<file path="src/rtl/fmmu_pkg.sv">
// fmmu_pkg: shared record layout, type-bit positions and decoded record type
// for the FMMU translator.
package fmmu_pkg;

    // Byte offsets inside one 16-byte FMMU record (little-endian fields).
    localparam int unsigned FMMU_OFS_LSTART = 0;
    localparam int unsigned FMMU_OFS_LEN    = 4;
    localparam int unsigned FMMU_OFS_SBIT   = 6;
    localparam int unsigned FMMU_OFS_EBIT   = 7;
    localparam int unsigned FMMU_OFS_PSTART = 8;
    localparam int unsigned FMMU_OFS_PBIT   = 10;
    localparam int unsigned FMMU_OFS_TYPE   = 11;
    localparam int unsigned FMMU_OFS_ACT    = 12;

    // Bytes 0x0..0xC hold state; 0xD..0xF are reserved and never stored.
    localparam int unsigned FMMU_REC_USED   = FMMU_OFS_ACT + 1;

    // Bit positions inside the type byte.
    localparam int unsigned FMMU_TYPE_RD = 0;
    localparam int unsigned FMMU_TYPE_WR = 1;

    typedef struct packed {
        logic [31:0] lstart;
        logic [15:0] len;
        logic [7:0]  sbit;
        logic [7:0]  ebit;
        logic [15:0] pstart;
        logic [7:0]  pbit;
        logic [7:0]  typ;
        logic [7:0]  act;
    } fmmu_cfg_t;

    // Assemble the little-endian record bytes into named fields.
    function automatic fmmu_cfg_t fmmu_decode(input logic [FMMU_REC_USED-1:0][7:0] rec);
        fmmu_cfg_t d;
        d.lstart = {rec[FMMU_OFS_LSTART+3], rec[FMMU_OFS_LSTART+2],
                    rec[FMMU_OFS_LSTART+1], rec[FMMU_OFS_LSTART]};
        d.len    = {rec[FMMU_OFS_LEN+1], rec[FMMU_OFS_LEN]};
        d.sbit   = rec[FMMU_OFS_SBIT];
        d.ebit   = rec[FMMU_OFS_EBIT];
        d.pstart = {rec[FMMU_OFS_PSTART+1], rec[FMMU_OFS_PSTART]};
        d.pbit   = rec[FMMU_OFS_PBIT];
        d.typ    = rec[FMMU_OFS_TYPE];
        d.act    = rec[FMMU_OFS_ACT];
        return d;
    endfunction

endpackage

</file>
<file path="src/rtl/fmmu_chan_cmp.sv">
// fmmu_chan_cmp: per-channel window compare. Purely combinational; produces
// the in-window hit and the unsigned offset of the request into the window.
module fmmu_chan_cmp
    import fmmu_pkg::*;
#(
    parameter int unsigned LADDR_W = 32
) (
    input  fmmu_cfg_t            cfg,
    input  logic [LADDR_W-1:0]   req_laddr,
    input  logic                 req_wr,
    output logic                 hit,
    output logic [LADDR_W-1:0]   off
);

    logic dir_ok;
    logic unused_cfg;

    // Offset wraps for addresses below lstart, so a single compare covers both ends.
    always_comb begin
        off        = req_laddr - LADDR_W'(cfg.lstart);
        dir_ok     = req_wr ? cfg.typ[FMMU_TYPE_WR] : cfg.typ[FMMU_TYPE_RD];
        hit        = cfg.act[0] && dir_ok && (off < LADDR_W'(cfg.len));
        unused_cfg = ^{cfg.sbit, cfg.ebit, cfg.pstart, cfg.pbit, cfg.typ[7:2], cfg.act[7:1]};
    end

endmodule

</file>
<file path="src/rtl/fmmu_xlate.sv">
// fmmu_xlate: multi-channel FMMU logical-to-physical translator with a
// byte-addressed record file and a 2-stage back-pressured pipeline.
// Optional feature macro: FMMU_BITMASK_EN (per-byte start/end bit mask).
module fmmu_xlate
    import fmmu_pkg::*;
#(
    parameter int unsigned NUM_FMMU = 4,
    parameter int unsigned LADDR_W  = 32,
    parameter int unsigned PADDR_W  = 16
) (
    input  logic                 clk,
    input  logic                 rst,
    input  logic                 cfg_we,
    input  logic [3:0]           cfg_idx,
    input  logic [3:0]           cfg_addr,
    input  logic [7:0]           cfg_wdata,
    output logic [7:0]           cfg_rdata,
    input  logic                 req_valid,
    output logic                 req_ready,
    input  logic [LADDR_W-1:0]   req_laddr,
    input  logic                 req_wr,
    output logic                 rsp_valid,
    input  logic                 rsp_ready,
    output logic                 rsp_hit,
    output logic                 rsp_multi,
    output logic [3:0]           rsp_chan,
    output logic [PADDR_W-1:0]   rsp_paddr,
    output logic [7:0]           rsp_mask
);

    logic [NUM_FMMU-1:0][FMMU_REC_USED-1:0][7:0] regs;
    fmmu_cfg_t            cfg   [NUM_FMMU];
    logic [NUM_FMMU-1:0]  c_hit;
    logic [LADDR_W-1:0]   c_off [NUM_FMMU];
    logic [7:0]           rd_byte;
    logic                 advance;

    logic                 s1_valid;
    logic [NUM_FMMU-1:0]  s1_hit;
    logic [LADDR_W-1:0]   s1_off    [NUM_FMMU];
    logic [PADDR_W-1:0]   s1_pstart [NUM_FMMU];
`ifdef FMMU_BITMASK_EN
    logic [NUM_FMMU-1:0]  s1_first;
    logic [NUM_FMMU-1:0]  s1_last;
    logic [2:0]           s1_sbit   [NUM_FMMU];
    logic [2:0]           s1_ebit   [NUM_FMMU];
    logic                 w_first;
    logic                 w_last;
    logic [2:0]           w_sbit;
    logic [2:0]           w_ebit;
`endif

    logic                 found;
    int unsigned          cnt;
    logic [3:0]           w_chan;
    logic [LADDR_W-1:0]   w_off;
    logic [PADDR_W-1:0]   w_pstart;
    logic [7:0]           m;
    logic                 n_hit;
    logic                 n_multi;
    logic [3:0]           n_chan;
    logic [PADDR_W-1:0]   n_paddr;
    logic [7:0]           n_mask;
    logic                 unused_off;

    // Record file byte writes; out-of-range index and reserved bytes are dropped.
    always_ff @(posedge clk) begin
        if (rst) begin
            regs <= '0;
        end else if (cfg_we) begin
            for (int unsigned i = 0; i < NUM_FMMU; i++) begin
                for (int unsigned b = 0; b < FMMU_REC_USED; b++) begin
                    if (cfg_idx == 4'(i) && cfg_addr == 4'(b)) begin
                        regs[i][b] <= cfg_wdata;
                    end
                end
            end
        end
    end

    // Read mux; unmapped index/offset combinations fall through to zero.
    always_comb begin
        rd_byte = '0;
        for (int unsigned i = 0; i < NUM_FMMU; i++) begin
            for (int unsigned b = 0; b < FMMU_REC_USED; b++) begin
                if (cfg_idx == 4'(i) && cfg_addr == 4'(b)) begin
                    rd_byte = regs[i][b];
                end
            end
        end
    end

    // Registered read data (old value wins on a same-cycle write).
    always_ff @(posedge clk) begin
        if (rst) begin
            cfg_rdata <= '0;
        end else begin
            cfg_rdata <= rd_byte;
        end
    end

    // Decode every record into named fields for the comparators.
    always_comb begin
        for (int unsigned i = 0; i < NUM_FMMU; i++) begin
            cfg[i] = fmmu_decode(regs[i]);
        end
    end

    for (genvar g = 0; g < NUM_FMMU; g++) begin : g_chan
        fmmu_chan_cmp #(
            .LADDR_W (LADDR_W)
        ) u_cmp (
            .cfg       (cfg[g]),
            .req_laddr (req_laddr),
            .req_wr    (req_wr),
            .hit       (c_hit[g]),
            .off       (c_off[g])
        );
    end

    // Stage 1 may load whenever stage 2 drains or stage 1 is empty.
    always_comb begin
        advance   = !rsp_valid || rsp_ready;
        req_ready = advance || !s1_valid;
    end

    // Stage 1 occupancy.
    always_ff @(posedge clk) begin
        if (rst) begin
            s1_valid <= 1'b0;
        end else if (req_ready) begin
            s1_valid <= req_valid;
        end
    end

    // Stage 1 payload; the config fields stage 2 needs are snapshotted here so a
    // config write after acceptance cannot leak into this request's response.
    always_ff @(posedge clk) begin
        if (req_ready) begin
            s1_hit <= c_hit;
            for (int unsigned i = 0; i < NUM_FMMU; i++) begin
                s1_off[i]    <= c_off[i];
                s1_pstart[i] <= PADDR_W'(cfg[i].pstart);
`ifdef FMMU_BITMASK_EN
                s1_first[i]  <= (c_off[i] == '0);
                s1_last[i]   <= (c_off[i] == (LADDR_W'(cfg[i].len) - LADDR_W'(1)));
                s1_sbit[i]   <= cfg[i].sbit[2:0];
                s1_ebit[i]   <= cfg[i].ebit[2:0];
`endif
            end
        end
    end

    // Stage 2: lowest-index priority select, hit count, address add and mask.
    always_comb begin
        found    = 1'b0;
        cnt      = 0;
        w_chan   = '0;
        w_off    = '0;
        w_pstart = '0;
`ifdef FMMU_BITMASK_EN
        w_first  = 1'b0;
        w_last   = 1'b0;
        w_sbit   = '0;
        w_ebit   = '0;
`endif
        for (int unsigned i = 0; i < NUM_FMMU; i++) begin
            if (s1_valid && s1_hit[i]) begin
                cnt = cnt + 1;
                if (!found) begin
                    found    = 1'b1;
                    w_chan   = 4'(i);
                    w_off    = s1_off[i];
                    w_pstart = s1_pstart[i];
`ifdef FMMU_BITMASK_EN
                    w_first  = s1_first[i];
                    w_last   = s1_last[i];
                    w_sbit   = s1_sbit[i];
                    w_ebit   = s1_ebit[i];
`endif
                end
            end
        end
        m = 8'hFF;
`ifdef FMMU_BITMASK_EN
        if (w_first) m = m & (8'hFF << w_sbit);
        if (w_last)  m = m & (8'hFF >> (3'd7 - w_ebit));
`endif
        n_hit   = found;
        n_multi = (cnt > 1);
        n_chan  = found ? w_chan : '0;
        n_paddr = found ? (w_pstart + PADDR_W'(w_off)) : '0;
        n_mask  = found ? m : '0;
    end

    // Upper offset bits only matter to the comparators, not to the response.
    always_comb begin
        unused_off = 1'b0;
        for (int unsigned i = 0; i < NUM_FMMU; i++) begin
            unused_off = unused_off ^ (^s1_off[i]);
        end
    end

    // Response register; holds while the consumer stalls.
    always_ff @(posedge clk) begin
        if (rst) begin
            rsp_valid <= 1'b0;
            rsp_hit   <= 1'b0;
            rsp_multi <= 1'b0;
            rsp_chan  <= '0;
            rsp_paddr <= '0;
            rsp_mask  <= '0;
        end else if (advance) begin
            rsp_valid <= s1_valid;
            rsp_hit   <= n_hit;
            rsp_multi <= n_multi;
            rsp_chan  <= n_chan;
            rsp_paddr <= n_paddr;
            rsp_mask  <= n_mask;
        end
    end

endmodule

</file>
<file path="config.mk">
export PLATFORM = sky130hd
export DESIGN_NAME = fmmu_xlate
export DESIGN_NICKNAME = d
export VERILOG_FILES = /design/src/rtl/fmmu_pkg.sv /design/src/rtl/fmmu_chan_cmp.sv /design/src/rtl/fmmu_xlate.sv
export SDC_FILE = /design/constraint.sdc
export NUM_CORES = 2
export LEC_CHECK = 0
export CELL_PAD_IN_SITES_DETAIL_PLACEMENT = 1
export CELL_PAD_IN_SITES_GLOBAL_PLACEMENT = 2
export CORE_AREA = 5 5 321 323
export CTS_CLUSTER_DIAMETER = 120
export DETAILED_ROUTE_END_ITERATION = 10
export DIE_AREA = 0 0 326 328
export PLACE_DENSITY = 0.75
export SLEW_MARGIN = 10
export SYNTH_ARGS = -nofsm -noshare
export SYNTH_HDL_FRONTEND = slang
export SYNTH_SLANG_ARGS = --single-unit
</file>
<file path="constraint.sdc">
create_clock -name clk -period 6 [get_ports clk]
set_input_delay 1.2 -clock clk [delete_from_list [all_inputs] [get_ports clk]]
set_output_delay 1.2 -clock clk [all_outputs]
set_load 0.02 [all_outputs]
</file>
=== After elaboration in Yosys (flattened, before gate mapping) ===
Memories as Yosys holds them, arrays and structs flattened.
Cells that the tools add are included.

* Register bits after elaboration: 460
* Memories kept: 2
* Bits of input ports: 54
* Output and inout port bits: 40
* Memory bits (writable): 192
* Logic and storage cells: 302

{| class="wikitable"
|+ Memories
! name !! words !! width !! read ports !! clocked after memory_dff !! wr ports !! RTL line !! text
|-
| s1_off || 4 || 32 || 4 || 0 || 4 || fmmu_xlate.sv:40 || <nowiki>logic [LADDR_W-1:0] s1_off [NUM_FMMU];</nowiki>
|-
| s1_pstart || 4 || 16 || 4 || 0 || 4 || fmmu_xlate.sv:41 || <nowiki>logic [PADDR_W-1:0] s1_pstart [NUM_FMMU];</nowiki>
|}

* Add/sub/neg operators: 8
* Multiplexer cells: 89
* Reductions and logical operators: 122
* $lt $le $gt $ge: 5
* Equality and inequality tests: 15

{| class="wikitable"
|+ Operators with widths
! operator !! count
|-
| 8-bit 2-to-1 mux || 53
|-
| 16-bit 2-to-1 mux || 15
|-
| 32-bit by 16-bit less-than comparator with 1-bit output || 4
|-
| 32-bit subtractor || 4
|-
| 2-bit AND reduction || 52
|-
| 32-bit by 1-bit adder with 32-bit output, second input constant || 3
|-
| 32-bit 2-to-1 mux || 3
|-
| 1-bit logical AND || 64
|-
| 32-bit by 1-bit > comparator with 1-bit output, second input constant || 1
|-
| 4-bit == test, second input constant || 5
|-
| 4-bit 2-to-1 mux || 5
|-
| 16-bit adder || 1
|-
| 4-bit by 2-bit == test with 1-bit output, second input constant || 4
|-
| 4-bit by 3-bit == test with 1-bit output, second input constant || 4
|-
| 1-bit 2-to-1 mux || 13
|-
| 4-bit by 1-bit == test with 1-bit output, second input constant || 2
|-
| 4-bit logical NOT || 2
|-
| 1-bit logical NOT || 2
|-
| 1-bit logical OR || 2
|}

=== Logic depth before layout (Yosys ltp) ===
* Word-level depth: 54
* Mapped depth: 23
* Depth with buffers taken out: 23

=== By module ===
Synthesis repeated with hierarchy kept, for this count alone.

* Cells, all modules: 4436
* Area total of the unflattened synthesis: 35551.6 sq um

{| class="wikitable"
|+ By module, submodules not included
! module !! cells each !! sequential area each (sq um) !! area an instance (sq um) !! instances
|-
| fmmu_xlate || 2994 || 12892.4 || 25921.1 || 1
|-
| fmmu_chan_cmp (g_chan[2].u_cmp ...) || 376 || 0.0 || 2486.1 || 2
|-
| fmmu_chan_cmp (g_chan[1].u_cmp) || 358 || 0.0 || 2344.7 || 1
|-
| fmmu_chan_cmp (g_chan[0].u_cmp) || 332 || 0.0 || 2313.5 || 1
|}

=== Least setup slack after synthesis ===
OpenSTA, ideal clock, no wires.

* Path kind: input to output
* Start point: in rsp_ready
* End point: out req_ready
* Slack: 0.298 ns
* Stages on the path: 4
* Path buffers: 2
* Data required time: 4.800 ns
* Arrival time: 4.502 ns
* Cell sequence: nor2b_1 > clkbuf_1 > clkbuf_1 > nand2_1

* Word-level cells in the longest chain between the ends: 2

{| class="wikitable"
|+ RTL lines
! item !! RTL line !! text
|-
| start, declared || fmmu_xlate.sv:23 || <nowiki>input logic rsp_ready,</nowiki>
|-
| 1-bit logical OR || fmmu_xlate.sv:123 || <nowiki>advance = !rsp_valid || rsp_ready;</nowiki>
|-
| 1-bit logical OR || fmmu_xlate.sv:124 || <nowiki>req_ready = advance || !s1_valid;</nowiki>
|-
| end, declared || fmmu_xlate.sv:19 || <nowiki>output logic req_ready,</nowiki>
|}

No other way between the ends.

==> impl_metrics.tcl <==
set metrics [dict create \
    powerDensity_nw_per_um2 241.2 \
    synth_seq_cells 578 \
    first_pass_iters 6 \
    placedCellCount 5600 \
    cap_viol_max_count 0 \
    ys.warnings.count 0 \
    grt_pass1_vias 33230 \
    path_clk_slew_ns 0.06 \
    hp-start "cfg[255]" \
    rrSetupSlack_ns 0.55 \
    postSynthCellCount 4235 \
    p_leak_nw 13.91 \
    synth_seq_area_share_pct 38.42 \
    start_util_pct 33.71 \
    synthesis.area_um2 33560 \
    cpMaxStageDelayCell "or4_4" \
    track_usage_pct 30.36 \
    fmax_mhz 171.3 \
    cpPeakStageDelay_ns 0.57 \
    clockRootBuffer "clkbuf_16" \
    syn2layout_area_growth_pct 17.61 \
    grt_max_degree 143 \
    overflow 0 \
    rows 116 \
    r2r-end "s1_hit[3]" \
    cts_tree "yes" \
    relSlewSlack_pct 23.97 \
    ant_nets 0 \
    ir_worst_vdd_mv 0.1841 \
    nets 4644 \
    setup_ws_ns 0.1639 \
    hold_class "flop to flop" \
    hold_slack_ns 0.4519 \
    vias_per_cell 6.048 \
    die_h_um 328 \
    clock-sinks 578 \
    start_kind "input port" \
    path_cells "clkdlybuf4s50_1 > buf_4 > ha_1 > nand2_1 > nor3_2 > o41ai_4 > a21boi_2 > o21a_1 > nor2_2 > nand2b_4 > o21ai_2 > a21oi_1 > xnor2_1 > ha_2 > inv_1 > o2111a_1 > o221ai_1 > or4_1 > nor4_2 > o2111ai_1 > or4b_1 > or4_4 > nor4_4" \
    post-route-drc-count 0 \
    dpl_worst_slack_ns -0.7225 \
    finalSetupViolations 0 \
    wl_mm 169.3 \
    synth-edff-count 132 \
    required_ns 6.46 \
    synth_ff_type "dfxtp_1" \
    die_area_um2 106900 \
    finalNonFillerCells 5739 \
    wl_per_cell_um 29.50 \
    worstSetupPathType "input port to flop" \
    worstSkewPairLatency_ns 0.65 \
    synth_top_area_share_pct 26.61 \
    min_period_ns 5.836 \
    slew_viol_final 0 \
    total_power_mw 9.520 \
    status "finished, final reports clean" \
    yosysUniqueCellTypes 92 \
    gp_congestion 0.9493 \
    holdPathStages 2 \
    cts.path.max_buffers 3 \
    reg2reg_depth 22 \
    io_pins 94 \
    synth_area_leader_cell "dfxtp_1" \
    grt_first_pass_wirelength_mm 241.2 \
    dp_hpwl_mm 127.7 \
    vias 34710 \
    async_flop_share_pct 0 \
    post-route-util_pct 39.64 \
    drive_gt1_share_pct 10.03 \
    synth_area_per_cell_um2 7.924 \
    skew_ns 0.02837 \
    htreeDepth 3 \
    tightest_slew_ns 1.141 \
    cp-end-kind "flop" \
    netlist_top_cells_area "dfxtp_1 27%, edfxtp_1 12%, a21oi_1 8.4%" \
    cts_buffers 70 \
    fp.coreArea_um2 99570 \
    crit_fanout 2 \
    antenna_found_initial 6 \
    final-hold-violation-count 0 \
    dr.first_iter.drc_count 4115 \
    fin_crit_sh_pct 97.27 \
    hold_end "cfg[255]" \
    fp.dieW_um 326 \
    portBuffers 91 \
    worstReg2RegStart "cfg[73]" \
    arrival_ns 6.29 \
]
critical path, delay by kind of cell:
family / cells / cell delay, ns
fa+ha+maj: 2 / 0.50
compound gates: 8 / 1.15
xor+xnor: 1 / 0.16
simple gates: 9 / 2.65
buf+inv: 3 / 0.62
cells in the mapped netlist, drive strengths merged (27+ instances only):
library cell and instances:
nand2 608, a21oi 563, dfxtp 446, nand3 430, nor2 284, clkbuf 253, inv 237, ha 203
o21ai 149, edfxtp 132, o22ai 79, a22oi 59, mux2i 59, xnor2 53, a221oi 52, a21o 48
nor3 38, nand2b 37, nor2b 37, a211oi 34, o21a 33, buf 28, xor2 28, o211ai 27
power breakdown:
group / switching (mW) / internal (mW)
clock network: 1.84 / 2.43
logic: 0.777 / 0.410
registers: 0.0290 / 4.04
worst max-delay path by stage:
stage / from / slack [ns] / end
after floorplan: rsp_ready / 0.30 / req_ready
after global placement: req_laddr[0] / -0.67 / s1_hit[3]
after detailed placement: req_laddr[0] / -0.72 / s1_hit[3]
after CTS: req_laddr[1] / 0.09 / s1_hit[3]
after global routing: req_laddr[1] / -0.02 / s1_hit[3]
final: req_laddr[8] / 0.16 / s1_hit[3]
placed cells by master, fill, tap and decap left out, drive strengths merged, types with 28 or more instances in the layout:
| cell type | synthesis | final |
|---|---|---|
| nand2 | 608 | 608 |
| nand3 | 430 | 430 |
| buf | 28 | 276 |
| a211oi | 34 | 34 |
| o22ai | 79 | 79 |
| a21o | 48 | 48 |
| nor2 | 284 | 284 |
| ha | 203 | 203 |
| xnor2 | 53 | 53 |
| o21a | 33 | 33 |
| a22oi | 59 | 59 |
| edfxtp | 132 | 132 |
| nor2b | 37 | 37 |
| nor3 | 38 | 38 |
| xor2 | 28 | 28 |
| mux2i | 59 | 59 |
| clkdlybuf4s50 | 0 | 75 |
| inv | 237 | 240 |
| o21ai | 149 | 149 |
| a221oi | 52 | 52 |
| a21oi | 563 | 563 |
| nand2b | 37 | 37 |
| clkbuf | 253 | 108 |
| dfxtp | 446 | 446 |
layout make-up:
cell class | count | area [um2]
multi-input combinational | 3140 | 18910
clock inverter | 20 | 168.9
fill | 11960 | 60100
antenna | 3 | 7.507
clock buffer | 108 | 2037
tap | 1298 | 1624
inverter | 237 | 889.6
sequential | 578 | 12890
timing repair buffer | 355 | 2937
logic make-up (layout without fill, tap and decap cells):
logic type	count (synthesis)	in the layout	synth area share, %
other	1	5	0.01117
AND/OR/NAND/NOR	1545	1545	20.67
flip-flops	578	578	38.42
adder cells (fa/ha/maj)	208	208	7.867
AO/OA/AOI/OAI	1237	1237	22.90
XOR/XNOR	81	81	2.114
buffers and inverters	518	720	5.917
multiplexers	67	67	2.106
state kept, by name, summed over array words and instances (netlist names):
name and flops:
s1_off 64, rsp_chan 2, rsp_paddr 16, cfg 416
s1_hit 4, rsp_mask 1, s1_pstart 64, s1_valid 1
rsp_multi 1, cfg_rdata 8, rsp_valid 1
stage by stage:
stage,TNS (ns),area (um2)
after floorplan,0,33560
after global placement,-1.097,36980
after CTS,0,39280
final,0,39470
after detailed placement,-1.671,36980
after global routing,-0.02326,39460
metal layers:
layer | vias to the layer above | global-route usage (%) | routed length, um | part of all wire, %
li1 | 15570 | - | - | -
met1 | 17330 | 42.27 | 73760 | 44
met2 | 1531 | 45.80 | 72240 | 43
met3 | 280 | 6.391 | 15190 | 9.0
met4 | 4 | 12.51 | 8082 | 4.8
met5 | - | 0 | 31 | 0.018
what timing repair did:
action,4_1_cts,5_1_grt
resized for setup,11,33
setup buffers,7,1
pin swaps,14,20
setup endpoints to repair,1,3
hold buffers,0,0
(Power assumes the default switching activity.)
